--- src/rtl/clkdiv_ratio_ctrl.sv ---
// -----------------------------------------------------------------------------
// clkdiv_ratio_ctrl
//
// Run-time programmable clock divider controller. Divides clkin by a ratio N
// (div_active) and produces a divided clock (clkout, high ceil(N/2) cycles,
// low floor(N/2) cycles) and a one-cycle strobe (tick) on the last cycle of
// every period. A new ratio is offered over a valid/ready handshake and takes
// effect only at a period boundary, so periods are never truncated or
// stretched.
//
// Ports:
//   clkin       in   sole clock, rising edge
//   rst         in   synchronous reset, active low
//   enable      in   run request; dropping it lets the current period finish
//   cfg_valid   in   new ratio offered
//   cfg_div     in   offered ratio (legal range 2..MAX_DIV)
//   cfg_ready   out  controller can accept a ratio (low while one is queued)
//   cfg_err     out  one-cycle pulse the cycle after an illegal ratio transfer
//   div_active  out  ratio currently in force
//   tick        out  high on the last cycle of every period
//   clkout      out  divided clock
// -----------------------------------------------------------------------------
module clkdiv_ratio_ctrl #(
   parameter  int MAX_DIV     = 256,
   parameter  int DEFAULT_DIV = 9,
   localparam int WIDTH       = $clog2(MAX_DIV + 1)
) (
   input  logic             clkin,
   input  logic             rst,
   input  logic             enable,
   input  logic             cfg_valid,
   input  logic [WIDTH-1:0] cfg_div,
   output logic             cfg_ready,
   output logic             cfg_err,
   output logic [WIDTH-1:0] div_active,
   output logic             tick,
   output logic             clkout
);

   localparam logic [WIDTH-1:0] DIV_MIN = WIDTH'(2);
   localparam logic [WIDTH-1:0] DIV_MAX = WIDTH'(MAX_DIV);
   localparam logic [WIDTH-1:0] DIV_RST = WIDTH'(DEFAULT_DIV);

   typedef enum logic [1:0] {
      ST_IDLE = 2'd0,   // stopped, counter parked at 0
      ST_RUN  = 2'd1,   // dividing, nothing queued
      ST_PEND = 2'd2    // dividing, a new ratio waits for the next wrap
   } state_t;

   state_t           state_q, state_d;
   logic [WIDTH-1:0] cnt_q,   cnt_d;
   logic [WIDTH-1:0] div_q,   div_d;
   logic [WIDTH-1:0] pend_q,  pend_d;
   logic             clkout_q, tick_q, ready_q, err_q;

   logic             xfer;
   logic             legal;
   logic             accept;
   logic             wrap;
   logic             running_d;
   logic [WIDTH:0]   half_d;
   logic             clkout_d, tick_d, ready_d, err_d;

   // ---------------------------------------------------------------------------
   // Handshake decode
   // ---------------------------------------------------------------------------
   assign xfer   = cfg_valid && ready_q;
   assign legal  = (cfg_div >= DIV_MIN) && (cfg_div <= DIV_MAX);
   assign accept = xfer && legal;

   // Last cycle of the current period. Only meaningful while dividing.
   assign wrap   = (state_q != ST_IDLE) && (cnt_q == div_q - 1'b1);

   // ---------------------------------------------------------------------------
   // Next-state logic
   // ---------------------------------------------------------------------------
   // NOTE: every signal driven here gets a default first so that no path
   // through the case statement leaves it unassigned, which would infer a latch.
   always_comb begin
      state_d = state_q;
      cnt_d   = cnt_q;
      div_d   = div_q;
      pend_d  = pend_q;

      unique case (state_q)
         ST_IDLE: begin
            cnt_d = '0;
            // An accepted ratio in IDLE is used directly, even by a period
            // that starts on this same edge.
            if (accept) begin
               div_d = cfg_div;
            end
            if (enable) begin
               state_d = ST_RUN;
            end
         end

         ST_RUN: begin
            cnt_d = wrap ? '0 : cnt_q + 1'b1;
            if (wrap && !enable) begin
               // Stopping at this boundary: a ratio offered now would be
               // applied on entry to IDLE anyway, so take it straight away.
               state_d = ST_IDLE;
               if (accept) begin
                  div_d = cfg_div;
               end
            end else if (accept) begin
               // Queued even when accepted on the wrap cycle: the period that
               // starts now still runs at the old ratio.
               pend_d  = cfg_div;
               state_d = ST_PEND;
            end
         end

         ST_PEND: begin
            cnt_d = wrap ? '0 : cnt_q + 1'b1;
            if (wrap) begin
               div_d   = pend_q;
               state_d = enable ? ST_RUN : ST_IDLE;
            end
         end

         default: begin
            state_d = ST_IDLE;
            cnt_d   = '0;
         end
      endcase
   end

   // ---------------------------------------------------------------------------
   // Output decode from the next-state values, so the registered outputs line
   // up with the counter value they describe and come straight from flops.
   // ---------------------------------------------------------------------------
   always_comb begin
      running_d = (state_d != ST_IDLE);
      half_d    = ({1'b0, div_d} + 1'b1) >> 1;   // ceil(N/2), one bit wider
      clkout_d  = running_d && ({1'b0, cnt_d} < half_d);
      tick_d    = running_d && (cnt_d == div_d - 1'b1);
      ready_d   = (state_d != ST_PEND);
      err_d     = xfer && !legal;
   end

   // ---------------------------------------------------------------------------
   // State registers
   // ---------------------------------------------------------------------------
   // NOTE: sequential state uses non-blocking assignments so every flop samples
   // the pre-edge values regardless of statement order.
   // NOTE: the pending-ratio register is reset too; it is a single word and a
   // known value keeps it from leaking X into div_active after reset.
   always_ff @(posedge clkin) begin
      if (!rst) begin
         state_q  <= ST_IDLE;
         cnt_q    <= '0;
         div_q    <= DIV_RST;
         pend_q   <= '0;
         clkout_q <= 1'b0;
         tick_q   <= 1'b0;
         ready_q  <= 1'b1;
         err_q    <= 1'b0;
      end else begin
         state_q  <= state_d;
         cnt_q    <= cnt_d;
         div_q    <= div_d;
         pend_q   <= pend_d;
         clkout_q <= clkout_d;
         tick_q   <= tick_d;
         ready_q  <= ready_d;
         err_q    <= err_d;
      end
   end

   assign cfg_ready  = ready_q;
   assign cfg_err    = err_q;
   assign div_active = div_q;
   assign tick       = tick_q;
   assign clkout     = clkout_q;

endmodule

--- config.mk ---
export PLATFORM = sky130hd
export DESIGN_NAME = clkdiv_ratio_ctrl
export DESIGN_NICKNAME = d
export VERILOG_FILES = /design/src/rtl/clkdiv_ratio_ctrl.sv
export SDC_FILE = /design/constraint.sdc
export NUM_CORES = 1
export LEC_CHECK = 0
export ABC_AREA = 1
export ABC_CLOCK_PERIOD_IN_PS = 5800
export CORE_MARGIN = 10
export CORE_UTILIZATION = 40
export DETAILED_ROUTE_END_ITERATION = 7
export PLACE_DENSITY = 0.69
export SLEW_MARGIN = 20
export SYNTH_ARGS = -nofsm -noshare
export SYNTH_HDL_FRONTEND = slang
export SYNTH_SLANG_ARGS = --single-unit
--- constraint.sdc ---
create_clock -name clkin -period 5.8 [get_ports clkin]
set_input_delay 1.74 -clock clkin [delete_from_list [all_inputs] [get_ports clkin]]
set_output_delay 1.74 -clock clkin [all_outputs]
set_load 0.02 [all_outputs]
## Yosys cells after proc, flatten, opt, wreduce, memory -nomap -nowiden

Cells that the tools add are included.

| word-level totals | value |
|---|---|
| logic and storage cells | 48 |
| output and inout bits | 13 |
| bits in latches | 0 |
| register bits | 33 |
| input bits | 13 |
| memories kept | 0 |
| bits in read-only memories | 0 |
| RAM bits | 0 |

| cells by class | value |
|---|---|
| $mul | 0 |
| equality and inequality tests | 5 |
| reductions and logical operators | 15 |
| add/subtract/negate cells | 4 |
| mux-type cells | 12 |
| $lt $le $gt $ge | 3 |
| divide/modulo/power cells | 0 |
| shift-type cells | 0 |
| bitwise gates (word level) | 1 |

Operators by type and width:

| kind | number |
|---|---|
| $mux 9 | 5 |
| $pmux 9 s3 | 1 |
| $eq 9x9->1 | 2 |
| $sub 9x1->9 const B | 2 |
| $add 9x1->10 const B | 1 |
| $add 9x1->9 const B | 1 |
| $ge 9x2->1 const B | 1 |
| $le 9x9->1 const B | 1 |
| $lt 9x9->1 | 1 |
| $logic_and 1x1->1 | 8 |
| $mux 2 | 4 |
| $pmux 2 s3 | 1 |
| $reduce_bool 2->1 | 2 |
| $reduce_and 3->1 | 1 |
| $eq 2x1->1 const B | 1 |
| $eq 2x2->1 const B | 1 |
| $logic_not 1->1 | 2 |
| $logic_not 2->1 | 1 |
| $ne 2x2->1 const B | 1 |
| $reduce_or 2->1 | 1 |
| $mux 1 | 1 |
| $not 1->1 | 1 |

## Longest topological paths before layout

| depth | value |
|---|---|
| depth after elaboration | 9 |
| gate-level depth with buffers | 29 |
| depth with buffers taken out | 29 |

## Least setup slack after synthesis

Ideal clock, no wire load.

| timing path | value |
|---|---|
| path kind | input-to-reg |
| start point | input port cfg_div[6] |
| end point | register clkout_q (netlist: clkout) |
| arrival | 4.460 ns |
| stages on the path | 26 |
| buffers on the path | 1 |
| library setup time | 0.128 ns |
| slack | 1.212 ns |
| cell sequence | nor2_1 -> nand3_1 -> nor3_2 -> nand3_1 -> o21ai_2 -> nand2_1 -> buf_2 -> nand2_1 -> nand2_1 -> inv_1 -> nand2_1 -> nand2_1 -> nand2_1 -> o21ai_1 -> ha_1 -> nand3_1 -> nor2_2 -> nand3_1 -> nor3_2 -> xor2_1 -> ha_1 -> nand2_1 -> nor3_1 -> o2111ai_1 -> nand3_1 -> nor2_1 |

| on the way | value |
|---|---|
| word-level cells in the longest chain between the ends | 9 |
| elaborated cells between the ends (all ways) | 14 |
| classes of those cells | add/sub: 1; order compare: 3; mux: 6; reduce/logical: 4 |

RTL lines:

| element | line | source |
|---|---|---|
| start: declaration | 32 | `input logic [WIDTH-1:0] cfg_div,` |
| $ge 9x2->1 or $le 9x9->1 (tied branches) | 68 | `assign legal = (cfg_div >= DIV_MIN) && (cfg_div <= DIV_MAX);` |
| $logic_and 1x1->1 (*) | 68 |  |
| $logic_and 1x1->1 (*) | 69 | `assign accept = xfer && legal;` |
| $mux 9 (*) | 90, 104 |  |
| $mux 9 | 100 | `if (wrap && !enable) begin` |
| $pmux 9 s3 (*) | 85 | `unique case (state_q)` |
| net div_d[1] | 52 | `logic [WIDTH-1:0] div_q, div_d;` |
| $add 9x1->10 (*) | 136 | `half_d = ({1'b0, div_d} + 1'b1) >> 1;` |
| $lt 9x9->1 (*) | 137 | `clkout_d = running_d && ({1'b0, cnt_d} < half_d);` |
| $logic_and 1x1->1 (*) | 137 |  |
| end signal: assignment | 165 | `clkout_q <= clkout_d;` |
| end: declaration | 54 | `logic clkout_q, tick_q, ready_q, err_q;` |

The timed path passes the listed nets; every way through them passes the cells marked *.
A chain may end at the register's enable or synchronous reset.

## Final worst setup path

| timing path | value |
|---|---|
| start point | input port cfg_div[7] |
| end point | register clkout_q (netlist: clkout) |

The elaborated chain is that of the path after synthesis.

==> metrics.yaml <==
status: "completed"
grt_max_degree: 22
diodes: 0
grt_usage: 0.140
cts_tree: "yes"
max_stage_delay_ps: 450
path_common_cell: "nand2_1"
p_leak_uw: 0.00156
nets: 517
synth_nets: 490
fin_crit_ps: 5230
crit_arrival_ps: 5380
first_pass_iters: 5
coreArea_um2: 6910
io_pins: 26
syn_to_final_growth_pct: 14.8
hpwl_um: 6510
synth_warnings: 0
setup_violations: 0
synthCells: 461
root_buffer: "clkbuf_8"
drt_iter0_drc: 181
rows: 30
die_x_um: 105
min_path_type: "flop to flop"
num_vias: 2948
hold_viol_final: 0
grt_pass1_vias: 2751
ys_seq_area_frac: 0.228
cts_hold_buf: 0
finalClockSkew_ps: 2.42
ctsResizeCount: 0
crit_buf_inv: 2
layout_common_cells: "nand2_1, inv_1, nor2_1"
place.gp.congestion: 0.891
htree_levels: 2
clkLatencyLatePin_ps: 280
ant_nets: 0
viasPerCell: 5.04
clk_pin_slew_ps: 70
p_per_area_nw_per_um2: 219
synth_seq_cells: 33
cts_sinks: 33
port_buffers: 25
syn_area_um2: 2900
worst-path-max-fanout: 11
rsz0062_at_grt: "false"
slew_viol_final: 0
final_common_cell: "nand2_1"
post-cts-setup-buffers: 0
max-vdd-ir-drop_mv: 0.0849
slew_headroom: 0.489
maxCapViolations: 0
end_kind: "flop"
grt_pass1_wl_um: 13000
holdWs_ps: 453
drt-wirelength-per-cell_um: 13.7
wirelength_um: 8010
start_kind: "input port"
crit_family: "simple AND/OR/NAND/NOR gates"
finalSetupTns_ps: 0
worst_slew_pin_slew_ps: 765
grt_antenna_before_repair: 0
critical-path-slowest-cell: "clkdlybuf4s50_1"
die_area_um2: 11100
critPathKind: "input port to flop"
critPathRequiredTime_ps: 5950
globalRouteOverflowTotal: 0
synth_cell_types: 37
fin_crit_sh: 0.902
die_h_um: 105
drc: 0
avgSynthCellArea_um2: 6.29
fmax_mhz: 191
drive_gt1_frac: 0.117
start_util: 0.420
clk_path_buf_depth: 2
cts_made_buffers: 5
[worst register-to-register path, delay by kind of cell (launching register included)]
kind,cells,cell delay [ps]
compound gates,2,320
xor+xnor,2,220
flops,1,420
fa+ha+maj,3,840
simple gates,18,2020
buf+inv,1,160
[Yosys cell counts (all sizes together)]
master / number / area [um2]
o21ai: 21 / 113
ha: 16 / 200
nand3: 53 / 305
nand3b: 3 / 22.5
dfxtp: 33 / 661
buf: 1 / 5.00
a21oi: 19 / 114
xor2: 18 / 158
xnor2: 3 / 26.3
o2111ai: 1 / 8.76
clkinv: 2 / 8.75
nor3: 6 / 51.3
nand4: 6 / 58.8
a211oi: 1 / 7.51
nor2: 63 / 288
inv: 67 / 251
clkbuf: 4 / 15.0
and2: 1 / 6.26
or2: 1 / 6.26
nand2: 142 / 596
[metrics by stage]
step / power (uW) / cell area [um2] / setup slack (ps) / util / std cells
floorplan: 479 / 2900 / 1210 / - / 461
global placement: 556 / 3250 / 523 / 0.471 / 577
detailed placement: 559 / 3250 / 291 / 0.471 / 577
CTS: 729 / 3330 / 557 / 0.482 / 585
global route: 773 / 3330 / 171 / 0.482 / 585
finish: 729 / 3330 / 568 / 0.482 / 585
[flip-flops by register name, summed over array words and instances (netlist names)]
name	cells
tick	1
cfg_ready	1
clkout	1
state_q	2
cnt_q	9
cfg_err	1
pend_q	9
div_active	9
[final cells by class]
| type | count | area (um2) |
|---|---|---|
| flip-flops and latches | 33 | 661 |
| repair buffers | 25 | 250 |
| inverters | 69 | 260 |
| well taps | 96 | 120 |
| fillers | 747 | 3570 |
| clock buffers | 8 | 80.1 |
| multi-input cells | 354 | 1960 |
[per-layer routing]
metal  track usage  part of all wire  vias to the layer above  wire length, um
li1              -                 -                     1507                -
met1         0.172              0.46                     1358             3720
met2         0.241              0.47                       70             3770
met3        0.0184             0.041                       13              327
met4        0.0510             0.024                        0              192
met5             0                 0                        -                0
[logic make-up (layout without fill, tap and decap cells)]
family,after synthesis,in the layout,synth area share
AND/OR/NAND/NOR,275,275,0.460
XOR/XNOR,21,21,0.0634
adder cells (fa/ha/maj),16,16,0.0690
flip-flops,33,33,0.228
buffers and inverters,74,102,0.0966
AO/OA/AOI/OAI,42,42,0.0837
[power breakdown]
| group | internal, uW | switching [uW] | leakage (uW) |
|---|---|---|---|
| Sequential | 239 | 15.8 | 0.000269 |
| Combinational | 103 | 199 | 0.00125 |
| Clock | 85.4 | 86.4 | 0.0000395 |
| Total | 427 | 301 | 0.00156 |
[worst paths after layout]
check | start | to | slack (ps) | cells after the start
worst max-delay path | cfg_div[7] | clkout | 570 | 26
worst min-delay path | pend_q[4] | pend_q[4] | 450 | 2
worst min register to register | pend_q[4] | pend_q[4] | 450 | 2
worst max register to register | div_active[1] | clkout | 1680 | 26
Note: power is estimated with default switching activity, not from simulation.
==> RTL edit 1: new RTL, same flow settings <==
Remove the register `err_q`: a continuous assignment takes its place, so the output `cfg_err` follows one clock earlier.
--- a/src/rtl/clkdiv_ratio_ctrl.sv
+++ b/src/rtl/clkdiv_ratio_ctrl.sv
@@ -156,7 +156,6 @@
          clkout_q <= 1'b0;
          tick_q   <= 1'b0;
          ready_q  <= 1'b1;
-         err_q    <= 1'b0;
       end else begin
          state_q  <= state_d;
          cnt_q    <= cnt_d;
@@ -165,9 +164,10 @@
          clkout_q <= clkout_d;
          tick_q   <= tick_d;
          ready_q  <= ready_d;
-         err_q    <= err_d;
       end
    end
+
+   assign err_q = err_d;
 
    assign cfg_ready  = ready_q;
    assign cfg_err    = err_q;
Function: changed (a bounded check fails within 4 cycles, from zero or initial values and one cycle with rst low).
==> RTL edit 1 against the unedited design <==
Cell area up 7.7%. Sequential cell count decreased by 1. Wire length rose by 16%. Via count is 12% higher. Clock skew up 0.0035 ns. Synthesized area up 9.6%. Setup slack lost 0.0044 ns. Total power rose by 8.6%. First-iteration DRC count is 38% higher. Count of clock-buffer cells in the layout decreased by 2. Utilization down 1.8 points. Critical path type unchanged. Largest power group unchanged. Highest routed layer unchanged.
==> RTL edit 1: results (changes against the unedited design) <==
----------------------------------------------------
[Run status]
  Result of the run ... completed (unchanged)

[Synth]
  Most common library cells after synthesis ... nand2_1 (131), nor2_1 (67), nand3_1 (57) (was nand2_1 (127), inv_1 (55), nor2_1 (54))
  Count of different cell masters after synthesis ... 40 (was 37)
  Post-Synth XOR/XNOR Area ... 6.452% (was 6.339%)
  Post-synthesis net count ... 542 (was 490)
  Compound-Gate Fraction of Synth Area ... 11.17% (was 8.366%)
  Warning count from the yosys run ... 0 (unchanged)
  Arithmetic-cell share of the synthesized area counting full adders, half adders and majority gates ... 6.294% (was 6.900%)
  Sequential-to-total area share from yosys stat ... 20.14% (was 22.77%)
  Multiplexer area fraction after synthesis ... 0% (unchanged)
  Primary flip-flop cell chosen by synthesis mapping ... dfxtp_1 (unchanged)
  Ranking of synthesized cells by area ... dfxtp_1 (20%), nand2_1 (15%), nand3_1 (9.0%), nor2_1 (7.9%), inv_1 (6.5%) (was dfxtp_1 (23%), nand2_1 (16%), nand3_1 (8.3%), inv_1 (7.1%), nor2_1 (7.0%))

[Timing]
  Remaining max-slew budget at the tightest pin ... 51.82% (was 48.93%)
  Worst-case clock skew ... 0.005877 ns (was 0.002421 ns)

[Cells and area]
  Nets ... 560 (was 517)
  Fillcell total ... 827 (was 747)
  Layout cells sized above 1 ... 12.03% (was 11.66%)
  Antenna cells ... 0 (unchanged)

[Routing]
  Violation count after the first detailed-routing iteration ... 250 (was 181)
  Routed vias ... 3,288 (was 2,948)
  WL/cell ... 14.70 um (was 13.69 um)

[Pwr]
  Maximum vdd ir drop ... 0.1084 mV (was 0.08492 mV)
  Total net switching power ... 340.1 uW (was 301.5 uW)
  Leakage power summed over all cells ... 0.001677 uW (was 0.001558 uW)

[Global routing]
  Maximum number of pins on one net before global-route repair ... 22 (unchanged)
  Global routing usage summed across all routing layers ... 16.25% (was 13.97%)
  Antenna violations before repair ... 0 (unchanged)
  Wire length of the first global-routing pass ... 15,570 um (was 12,950 um)
  Via count of the first global-routing pass ... 3,170 (was 2,751)

[Place]
  RePlAce Congestion ... 0.9127 (was 0.8907)
  Detailed placement HPWL ... 7346 um (was 6511 um)
  Number of input and output port buffers inserted ... 25 (unchanged)

[CTS]
  Clock latency reported for the late side of the worst-skew pair ... 0.30 ns (was 0.28 ns)
  CTS H-tree lvls ... 2 (unchanged)
  Clock slew seen by the registers of the worst setup and hold paths ... 0.08 ns
  Number of clock buffers inserted by TritonCTS ... 5 (unchanged)
  Clock Tree Root ... clkbuf_8 (unchanged)
  Post-CTS setup buffer count ... 0 (unchanged)
  Post_cts resized ... 0 (unchanged)
  Max Root-Sink Buffers ... 2 (unchanged)

[Worst setup path]
  Standard cell with the maximum stage delay on the critical path ... clkdlybuf4s50_1 (unchanged)
  Critical Path AT ... 5.40 ns (was 5.38 ns)
  Longest individual stage delay on the worst path ... between 0.4 and 0.5 ns
  Highest net fanout along the worst path ... 8 (was 11)

[Hold path]
  Hold/Removal Path Class ... flop to flop (unchanged)

----------------------------------------------------
## RTL edit 1: changes by cell type after synthesis, sizes merged, moves of 2 or more
| cell | unedited run | this run |
|---|---|---|
| o21ai | 21 | 23 |
| xor2 | 18 | 16 |
| nor2 | 63 | 83 |
| o21a | 0 | 3 |
| nor3 | 6 | 4 |
| clkbuf | 4 | 9 |
| nand3 | 53 | 65 |
| o21bai | 0 | 4 |
| nand4 | 6 | 9 |
| buf | 1 | 6 |
| and2 | 1 | 4 |
| inv | 67 | 64 |
## RTL edit 1: logic make-up after synthesis
family          Yosys count
flops                    32
compound gates           52
xor+xnor                 21
fa+ha+maj                16
simple gates            311
buf+inv                  81
## RTL edit 1: path summary, 6_finish.rpt
check	end	start	slack (ns)	cells past startpoint
setup / recovery	clkout	cfg_div[1]	0.56	26
hold / removal	pend_q[8]	pend_q[8]	0.47	2
setup reg to reg	clkout	state_q[1]	1.62	25
hold reg to reg	pend_q[8]	pend_q[8]	0.47	2
## RTL edit 1: power by group through the flow
stage / combinational, uW / sequential, uW / clock [uW]
2_1_floorplan: 244 / 260 / 0
3_3_place_gp: 335 / 258 / 0
3_5_place_dp: 338 / 258 / 0
4_1_cts: 340 / 253 / 196
5_1_grt: 382 / 256 / 203
6_report: 341 / 254 / 197
## RTL edit 1: cell type report
class	count	share of cell area, %
clock inverter	2	0.4184
timing repair buffer	26	7.183
sequential	32	17.85
multi-input combinational	400	61.79
clock buffer	6	2.301
inverter	66	6.904
tap	102	3.556
## RTL edit 1: metrics by stage
stage | area (sq um) | setup slack, ns | cells | util (%) | total power (uW)
2_1_floorplan | 3181 | 1.305 | 513 | - | 503.8
3_3_place_gp | 3491 | 0.4663 | 626 | 45.17 | 592.8
3_5_place_dp | 3491 | 0.2799 | 626 | 45.17 | 596.6
4_1_cts | 3588 | 0.5796 | 634 | 46.44 | 789.4
5_1_grt | 3588 | 0.2236 | 634 | 46.44 | 841.0
6_report | 3588 | 0.5637 | 634 | 46.44 | 791.3
## RTL edit 1: worst max-delay path: cells and delay by family
kind / cells / cell delay (ns)
buffers and inverters: 3 / 0.71
and+or+nand+nor: 17 / 1.83
adders and majority gates: 2 / 0.49
AOI/OAI and AO/OA: 3 / 0.47
xor gates and xnor gates: 1 / 0.14
## RTL edit 1: per-layer routing
layer	track usage [%]	wire, um
met1	20.00	4175
met5	0	0
met2	27.46	4416
met4	7.528	284
met3	2.183	441
==> RTL edit 2: new RTL, same flow settings <==
Without the edit above. Set the parameter `DEFAULT_DIV` to 4 (it was 9).
--- a/src/rtl/clkdiv_ratio_ctrl.sv
+++ b/src/rtl/clkdiv_ratio_ctrl.sv
@@ -22,7 +22,7 @@
 // -----------------------------------------------------------------------------
 module clkdiv_ratio_ctrl #(
    parameter  int MAX_DIV     = 256,
-   parameter  int DEFAULT_DIV = 9,
+   parameter  int DEFAULT_DIV = 4,
    localparam int WIDTH       = $clog2(MAX_DIV + 1)
 ) (
    input  logic             clkin,
Formal check against the unedited RTL: not equivalent (Yosys sat finds a counterexample within 4 cycles, from zero or initial values and one cycle with rst low).
==> RTL edit 2 against the unedited design <==
Combinational power decreased by 7.0%. Setup slack improved by 0.047 ns. Synthesized cell count unchanged. Fmax increased by 0.91%. Die area decreased by 2.0%. Wire length decreased by 1.2%. Cell area decreased by 1.0%. Synthesized area decreased by 2.4%. Sequential cell count unchanged. Total power increased by 5.2%. Non-clock buffer count unchanged. Critical path type unchanged. Critical endpoint unchanged. Largest cell class unchanged. Largest power group unchanged.
==> RTL edit 2: results (changes against the unedited design) <==
----------------------------------------------------
[Pwr]
  Leakage power summed over all cells ... 0.001579 uW (was 0.001558 uW)
  Maximum vdd ir drop ... 0.09998 mV (was 0.08492 mV)

[Synth]
  Mean instance size in the synthesized netlist ... 6.142 sq um (was 6.294 sq um)
  Primary flip-flop cell chosen by synthesis mapping ... dfxtp_1 (unchanged)
  Sequential-to-total area share from yosys stat ... 23.33% (was 22.77%)
  Count of different cell masters after synthesis ... 32 (was 37)
  Most common library cells after synthesis ... nand2_1 (128), inv_1 (60), nor2_1 (56) (was nand2_1 (127), inv_1 (55), nor2_1 (54))
  Ranking of synthesized cells by area ... dfxtp_1 (23%), nand2_1 (17%), nand3_1 (8.7%), inv_1 (8.0%), nor2_1 (7.4%) (was dfxtp_1 (23%), nand2_1 (16%), nand3_1 (8.3%), inv_1 (7.1%), nor2_1 (7.0%))

[Place]
  Detailed placement HPWL ... 6412 um (was 6511 um)
  Number of input and output port buffers inserted ... 25 (unchanged)
  Post-detailed-placement cell area ... 3182 sq um (was 3252 sq um)
  Post-Place Worst Slack ... 0.3288 ns (was 0.2911 ns)
  RePlAce Congestion ... 0.8771 (was 0.8907)

[Timing]
  Tightest hold margin ... 0.4506 ns (was 0.4533 ns)
  Worst-case clock skew ... 0.01563 ns (was 0.002421 ns)
  Remaining max-slew budget at the tightest pin ... 47.04% (was 48.93%)
  Worst path setup slack after routing ... 0.6155 ns (was 0.5681 ns)

[Worst setup path]
  Critical Path AT ... 5.34 ns (was 5.38 ns)
  Standard cell with the maximum stage delay on the critical path ... clkdlybuf4s50_1 (unchanged)
  Path depth of the worst reg2reg path ... 27 (was 26)
  Launching point of the worst reg2reg path ... state_q[0] (was div_active[1])
  Minimum setup slack among reg-to-reg paths ... 1.74 ns (was 1.68 ns)

[Cells and area]
  Layout cells sized above 1 ... 9.611% (was 11.66%)
  Fillcell total ... 700 (was 747)

[Run status]
  Result of the run ... completed (unchanged)

[Global routing]
  Global routing usage summed across all routing layers ... 14.55% (was 13.97%)
  Wire length of the first global-routing pass ... 13,300 um (was 12,950 um)
  Maximum number of pins on one net before global-route repair ... 23 (was 22)
  Via count of the first global-routing pass ... 2,796 (was 2,751)

[CTS]
  CTS H-tree lvls ... 2 (unchanged)

[Hold path]
  Worst Min Path Start ... pend_q[3] (was pend_q[4])

[Routing]
  Number of vias per cell ... 5.002 (was 5.039)
  Routed vias ... 2,926 (was 2,948)
  Violation count after the first detailed-routing iteration ... 194 (was 181)
  WL/cell ... 13.53 um (was 13.69 um)

----------------------------------------------------
-- RTL edit 2: cell types whose count changed in the layout (fill, tap and decap cells not counted), moves of 2 or more --
cell      delta
clkbuf_1     -2
inv_1        +5
inv_2        -5
nand2_4      -2
nand3_4      -2
nor2_1       +2
-- RTL edit 2: logic make-up after synthesis --
family	synth area share [%]
simple gates	44.94
buf+inv	9.854
xor+xnor	6.496
compound gates	8.308
fa+ha+maj	7.070
flops	23.33
-- RTL edit 2: worst min path at each step --
stage / endpoint / depth (start not counted)
floorplan: pend_q[6] / 2
global placement: pend_q[3] / 2
detailed placement: pend_q[6] / 2
CTS: pend_q[4] / 2
global route: pend_q[5] / 2
finish: pend_q[3] / 2
-- RTL edit 2: cell type report --
| type | count | area (sq um) | area share [%] |
|---|---|---|---|
| Tap cell | 96 | 120.1 | 3.642 |
| Clock buffer | 7 | 86.33 | 2.618 |
| Timing Repair Buffer | 25 | 250.2 | 7.587 |
| Sequential cell | 33 | 660.6 | 20.03 |
| Multi-Input combinational cell | 354 | 1892 | 57.36 |
| Clock inverter | 1 | 30.03 | 0.9105 |
| Inverter | 69 | 259.0 | 7.853 |
-- RTL edit 2: routing by layer --
metal	part of all wire, %	global-route usage (%)
met5	0	0
met4	1.7	4.672
met3	4.8	2.292
met2	48	24.91
met1	46	18.07
-- RTL edit 2: where the power goes --
part / switching (uW) / total [uW] / leakage (uW) / internal, uW
registers: 14.4 / 253 / 0.000269 / 239
logic: 185 / 281 / 0.00125 / 95.2
clock network: 92.4 / 233 / 0.0000585 / 140
total: 292 / 766 / 0.00158 / 474
